--- src/rtl/yuv422_fb_reader.sv ---
// yuv422_fb_reader
//
// Scan-out stage behind the YUV422 framebuffer BRAM. It issues one read address per active
// pixel and absorbs the BRAM read latency. It rebuilds full 4:4:4 pixels from Cb/Cr pairs and
// delays de/hsync/vsync so they leave in step with the pixel data.
//
// Ports:
//   clk_i      pixel clock
//   rst_ni     asynchronous active-low reset
//   de_i       active-video enable from the timing generator
//   hsync_i    horizontal sync (active-high)
//   vsync_i    vertical sync (active-high); a rising edge restarts the address at 0
//   rd_addr_o  framebuffer pixel read address (registered)
//   rd_d_i     framebuffer pixel: [15:8]=Y, [7:0]=Cb (even pixel) or Cr (odd pixel)
//   de_o       enable delayed by RD_LAT+2
//   hsync_o    hsync delayed by RD_LAT+2
//   vsync_o    vsync delayed by RD_LAT+2
//   y_o        luma
//   cb_o       blue-difference chroma
//   cr_o       red-difference chroma
module yuv422_fb_reader #(
  parameter int unsigned LINES  = 16,
  parameter int unsigned RD_LAT = 1,
  // Derived; leave at its default.
  parameter int unsigned AW     = $clog2(LINES * 2)
) (
  input  logic          clk_i,
  input  logic          rst_ni,
  input  logic          de_i,
  input  logic          hsync_i,
  input  logic          vsync_i,
  output logic [AW-1:0] rd_addr_o,
  input  logic [15:0]   rd_d_i,
  output logic          de_o,
  output logic          hsync_o,
  output logic          vsync_o,
  output logic [7:0]    y_o,
  output logic [7:0]    cb_o,
  output logic [7:0]    cr_o
);

  localparam int unsigned L = RD_LAT + 2;

  localparam logic [7:0] YBlack = 8'h10;
  localparam logic [7:0] CNeutral = 8'h80;

  // Address generation and parity
  logic [AW-1:0] addr_q, addr_d;
  logic          vsync_q;
  logic          de_prev_q;
  logic          x0_q, x0_d;
  logic          frame_start;
  logic          par_cur;

  // Delay lines; bit j holds the value presented j+1 cycles ago.
  logic [L-1:0]    de_dly_q, hs_dly_q, vs_dly_q;
  logic [RD_LAT:0] par_dly_q;

  // Capture stage and output stage
  logic [15:0] s1_d_q;
  logic [7:0]  cb_hold_q, cb_hold_d;
  logic [7:0]  y_q, y_d, cb_q, cb_d, cr_q, cr_d;

  // Pixel currently on rd_d_i, and the one sitting in the capture stage
  logic in_de, in_par, s1_de, s1_par;

  assign frame_start = vsync_i & ~vsync_q;

  always_comb begin
    // Parity restarts at 0 on the first active cycle of each line.
    par_cur = (de_i & ~de_prev_q) ? 1'b0 : x0_q;
    x0_d    = de_i ? ~par_cur : x0_q;
    addr_d  = addr_q;
    if (frame_start) begin
      addr_d = '0;
    end else if (de_i) begin
      addr_d = addr_q + AW'(1);
    end
  end

  assign in_de  = de_dly_q[RD_LAT-1];
  assign in_par = par_dly_q[RD_LAT-1];
  assign s1_de  = de_dly_q[RD_LAT];
  assign s1_par = par_dly_q[RD_LAT];

  // An even pixel leaving the capture stage pairs with the pixel arriving on rd_d_i in the
  // same cycle; an odd pixel reuses the Cb remembered from its even partner.
  always_comb begin
    y_d       = YBlack;
    cb_d      = CNeutral;
    cr_d      = CNeutral;
    cb_hold_d = cb_hold_q;
    if (s1_de) begin
      y_d = s1_d_q[15:8];
      if (!s1_par) begin
        cb_d      = s1_d_q[7:0];
        cb_hold_d = s1_d_q[7:0];
        cr_d      = (in_de && in_par) ? rd_d_i[7:0] : CNeutral;
      end else begin
        cb_d = cb_hold_q;
        cr_d = s1_d_q[7:0];
      end
    end
  end

  always_ff @(posedge clk_i or negedge rst_ni) begin
    if (!rst_ni) begin
      addr_q    <= '0;
      vsync_q   <= 1'b0;
      de_prev_q <= 1'b0;
      x0_q      <= 1'b0;
      de_dly_q  <= '0;
      hs_dly_q  <= '0;
      vs_dly_q  <= '0;
      par_dly_q <= '0;
      s1_d_q    <= '0;
      cb_hold_q <= CNeutral;
      y_q       <= YBlack;
      cb_q      <= CNeutral;
      cr_q      <= CNeutral;
    end else begin
      addr_q    <= addr_d;
      vsync_q   <= vsync_i;
      de_prev_q <= de_i;
      x0_q      <= x0_d;
      de_dly_q  <= {de_dly_q[L-2:0], de_i};
      hs_dly_q  <= {hs_dly_q[L-2:0], hsync_i};
      vs_dly_q  <= {vs_dly_q[L-2:0], vsync_i};
      par_dly_q <= {par_dly_q[RD_LAT-1:0], par_cur};
      s1_d_q    <= rd_d_i;
      cb_hold_q <= cb_hold_d;
      y_q       <= y_d;
      cb_q      <= cb_d;
      cr_q      <= cr_d;
    end
  end

  assign rd_addr_o = addr_q;
  assign de_o      = de_dly_q[L-1];
  assign hsync_o   = hs_dly_q[L-1];
  assign vsync_o   = vs_dly_q[L-1];
  assign y_o       = y_q;
  assign cb_o      = cb_q;
  assign cr_o      = cr_q;

endmodule

--- config.mk ---
export PLATFORM = sky130hd
export DESIGN_NAME = yuv422_fb_reader
export DESIGN_NICKNAME = d
export VERILOG_FILES = /design/src/rtl/yuv422_fb_reader.sv
export SDC_FILE = /design/constraint.sdc
export NUM_CORES = 1
export LEC_CHECK = 0
export CORE_MARGIN = 4
export CORE_UTILIZATION = 45
export CTS_BUF_LIST = sky130_fd_sc_hd__clkbuf_8
export CTS_CLUSTER_DIAMETER = 200
export DETAILED_ROUTE_END_ITERATION = 8
export PLACE_DENSITY = 0.84
export SYNTH_ARGS = -nofsm -noshare
export SYNTH_HDL_FRONTEND = slang
export SYNTH_SLANG_ARGS = --single-unit
--- constraint.sdc ---
create_clock -name clk_i -period 1.55 [get_ports clk_i]
set_input_delay 0.3875 -clock clk_i [delete_from_list [all_inputs] [get_ports clk_i]]
set_output_delay 0.3875 -clock clk_i [all_outputs]
set_load 0.01 [all_outputs]
# Word level (Yosys, flattened, before mapping)
# Cells that the tools add are included.
# Widths: inputs -> output; s select.
# word_totals
reg_bits,67
latch_bits,0
mem_bits_rw,0
rom_bits,0
inputBits,21
output_inout_bits,32
wordCells,30
n_memories,0
# classes
n_addsub,1
n_mul,0
div_mod_pow,0
n_lt_le_gt_ge,0
n_eq_ne,0
shift,0
mux,9
bitwise_logic,5
reduce_logical,2
# op_table
cell,n
$mux 8,6
$mux 5,2
$add 5x1->5 const B,1
$not 1->1,3
$and 1x1->1,2
$reduce_bool 2->1,1
$logic_and 1x1->1,1
$mux 1,1

# Longest topological paths before layout
# depth
depth_word,4
mapped_depth,5
depth_no_buf,4

# Worst setup path before layout
# No wires, ideal clock.
# synth_timing
path_type,register to register
from,reg de_dly_q[1]
to,reg cb_hold_q[0]
setup_time_ns,0.125
arrival_time_ns,0.997
required_time_ns,1.425
slack_ns,0.427
stages_incl_launch_ff,5
n_path_buf,2
period_less_slack_ns,1.123
cell_sequence,dfrtp_1 -> buf_4 -> nand2b_2 -> buf_6 -> mux2_4
# synth_lines
element,line_no,rtl
"start, declared",56,"logic [L-1:0] de_dly_q, hs_dly_q, vs_dly_q;"
"start signal, assigned",126,"de_dly_q <= {de_dly_q[L-2:0], de_i};"
"end signal, assigned",117,cb_hold_q <= CNeutral;
"end signal, assigned",131,cb_hold_q <= cb_hold_d;
"end, declared",61,"logic [7:0] cb_hold_q, cb_hold_d;"

# Worst setup path in the final report
# layout_timing
from,"reg cr_q[7], in the netlist cr_o[7]"
to,out cr_o[7]
# layout_lines
element,line_no,rtl
"start, declared",62,"logic [7:0] y_q, y_d, cb_q, cb_d, cr_q, cr_d;"
"start signal, assigned",120,cr_q <= CNeutral;
"start signal, assigned",134,cr_q <= cr_d;
"end, declared",39,output logic [7:0] cr_o
# No word-level cell between the ends.

==> results_dict.tcl <==
set metrics [dict create \
    drt_wl_total_um 4207 \
    stdcell_count 276 \
    hold_class "input pin to asynchronous set/reset pin" \
    worstMarginPinSlew_ns 0.4990 \
    syn_inst 140 \
    cpMaxStageDelayCell "dfstp_2" \
    start_util_pct 46.65 \
    cp.arrival_ns 1.11 \
    finalCritPeriodShare_pct 96.75 \
    hpwl_um 2961 \
    grt_pass1_vias 1387 \
    busiest_layer "met2" \
    ios 53 \
    ys_top_cells_by_area "dfrtp_1 (69%), dfstp_2 (4.8%), mux2_4 (4.8%)" \
    path_delay_family "flip-flops" \
    n_antenna_cell 0 \
    dieWidth_um 77.98 \
    rsz0062_at_grt "false" \
    fin_nets 226 \
    clock_skew_ns 0.008008 \
    gr-usage-met2_pct 24.83 \
    dr.pass1.iters 4 \
    cts-root-buf "clkbuf_8" \
    place_ws_ns -0.0004198 \
    vdd_ir_drop_max_uv 975.2 \
    portBuffers 52 \
    synth_top_family_by_area "simple AND/OR/NAND/NOR gates" \
    synth_area_per_cell_um2 15.74 \
    cts_tree "yes" \
    cp.required_ns 1.16 \
    row_count 25 \
    grt_max_degree 28 \
    htree_levels 3 \
    fin_ws_ns 0.05040 \
    synth_compound_area_share_pct 4.373 \
    post_drt_via_cell_ratio 4.623 \
    outcome "finished clean" \
    finalSetupTns_ns 0 \
    max_stage_delay_ns 0.52 \
    synth.distinct_cells 27 \
    grt_use_total_pct 16.09 \
    finalMaxSlewViolations 0 \
    drtAntennaViolNets 0 \
    synth_fp_nets 162 \
    clk_pin_slew_ns 0.07 \
    yosysWarningCount 0 \
    fin_crit_ns 1.500 \
    crit_chain "dlygate4sd2_1" \
    clock_latency_ns 0.33 \
    avgRoutedWirePerCell_um 15.24 \
    clock_sink_count 65 \
    dp_cells 259 \
    syn2layout_area_growth_pct 36.06 \
    grt_antenna_before_repair 0 \
    synth_fa_ha_area_share_pct 0.5679 \
    post_synth_xor_area_fraction_pct 1.590 \
    maxCapViolCount 0 \
    syn_area_um2 2203 \
    leakage_uw 0.001488 \
    max_freq_mhz 666.8 \
    crit_fanout 1 \
    ys_seq_area_share_pct 74.05 \
    end_kind "output pin" \
    met3_usage_pct 5.916 \
    ys_ff_latch 65 \
    netlist.area_leader.share_pct 69.28 \
    die-area_um2 6080 \
    utilization_pct 63.47 \
    synth.mux.area_fraction_pct 8.404 \
    slew_headroom_pct 66.73 \
    drt_iter0_markers 54 \
    grt_overflow 0 \
    finalHoldViolCount 0 \
    die_h_um 77.98 \
    cp-start-kind "register" \
    place_area_um2 2841 \
    synth_top_cell_by_area "dfrtp_1" \
    critPathBufInv 1 \
    ff2ff_setup_slack_ns 0.33 \
    place.gp.congestion 0.7229 \
    route.detailed.drc 0 \
    use_met1_pct 19.94 \
    path_class "register to output pin" \
    coreArea_um2 4723 \
    dr_total_vias 1276 \
    clockBufferDepth 2 \
    drive_above_1_share_pct 16.75 \
    power_density_nw_per_um2 1293 \
    synthSimpleGateAreaFrac_pct 8.404 \
    setup_viol 0 \
    grt_pass1_wl_um 7107 \
    fin_area_um2 2998 \
    numCtsBuffers 9 \
]
## power breakdown
part | switching (µW) | internal [µW]
clock | 579 | 764
combinational | 257 | 309
sequential | 91.3 | 1880
total | 928 | 2950
## stage by stage
step	power, µW	hold WS (ns)
after floorplan	2272	0.09191
after global placement	2594	0.3334
after detailed placement	2627	0.3364
after CTS	3922	0.02379
after global routing	4081	0.03851
final	3877	0.02316
## cells by family (layout without fill, tap and decap cells)
family          count (synthesis)  count (layout)
mux                            15              15
buf+inv                        11              80
simple gates                   33              33
compound gates                 11              11
xor+xnor                        4               4
flops                          65              65
fa+ha+maj                       1               1
## final timing paths
check                      depth (start not counted)      endpoint    startpoint
hold / removal                                     1       cr_o[6]        rst_ni
setup / recovery                                   1       cr_o[7]       cr_o[7]
min in group clk_i                                 0   vs_dly_q[2]   vs_dly_q[1]
hold reg to reg                                    0   vs_dly_q[2]   vs_dly_q[1]
max in group asynchronous                          2       cb_o[7]        rst_ni
setup reg to reg                                   2  cb_hold_q[6]  par_dly_q[1]
## cells in the final DEF (no fill, tap or decap)
cell             count
nand2b_1             1
and3b_1              1
inv_1                6
dfstp_2              4
xor2_1               3
mux2i_1              8
a32o_1               6
nand2b_2             1
o211ai_1             1
ha_1                 1
dlygate4sd2_1       32
and2_1               8
o21ai_0              1
xnor2_1              1
mux2_4               7
buf_4                7
clkbuf_8            10
clkinv_2             2
buf_2                1
nor2b_1              8
nand2_1              4
buf_12               2
o21a_1               1
a32oi_1              1
nor2_1               5
dfrtp_1             61
a21boi_0             1
clkdlybuf4s50_1     19
nand4_1              2
nand3_1              3
bufinv_16            1
## per-layer routing
metal / vias up / share of wire [%]
met3: 4 / 6.5
met2: 47 / 50
met5: - / 0
met1: 628 / 42
met4: 0 / 1.2
li1: 597 / -
## Yosys cell counts
cell type and number:
nand2_1 4, o211ai_1 1, buf_2 4, o21ai_0 1, nand4_1 2, nand2b_2 1
xor2_1 3, clkbuf_1 2, inv_1 3, a32o_1 6, a21boi_0 1, and2_1 8
a32oi_1 1, o21a_1 1, mux2_4 7, and3b_1 1, ha_1 1, nor2_1 5
buf_4 1, buf_6 1, dfstp_2 4, xnor2_1 1, dfrtp_1 61, mux2i_1 8
nand3_1 3, nand2b_1 1, nor2b_1 8
## area by class of cell
class	count	area (µm²)
fillers	371	1725
flip-flops and latches	65	1632
repair buffers	61	568.0
multi-input cells	64	514.2
clock buffers	10	137.6
well taps	67	83.83
clock inverters	6	51.30
inverters	3	11.26
## worst register-to-register path: cells and delay by family (launching register included)
family	cells	cell delay (ns)
flip-flops	1	0.41
multiplexers	1	0.36
AND/OR/NAND/NOR	1	0.33
## what timing repair did
item	CTS	global route
hold buffers	0	0
endpoints found under the hold margin	0	0
setup buffers	1	0
gates resized for setup	32	0
setup endpoints to repair	32	0
## registers in the layout, summed over array words and instances (netlist names), 5 cells and up
name       cells
cb_hold_q      8
cb_o           8
cr_o           8
rd_addr_o      5
s1_d_q        16
y_o            8
(Power assumes the default switching activity.)
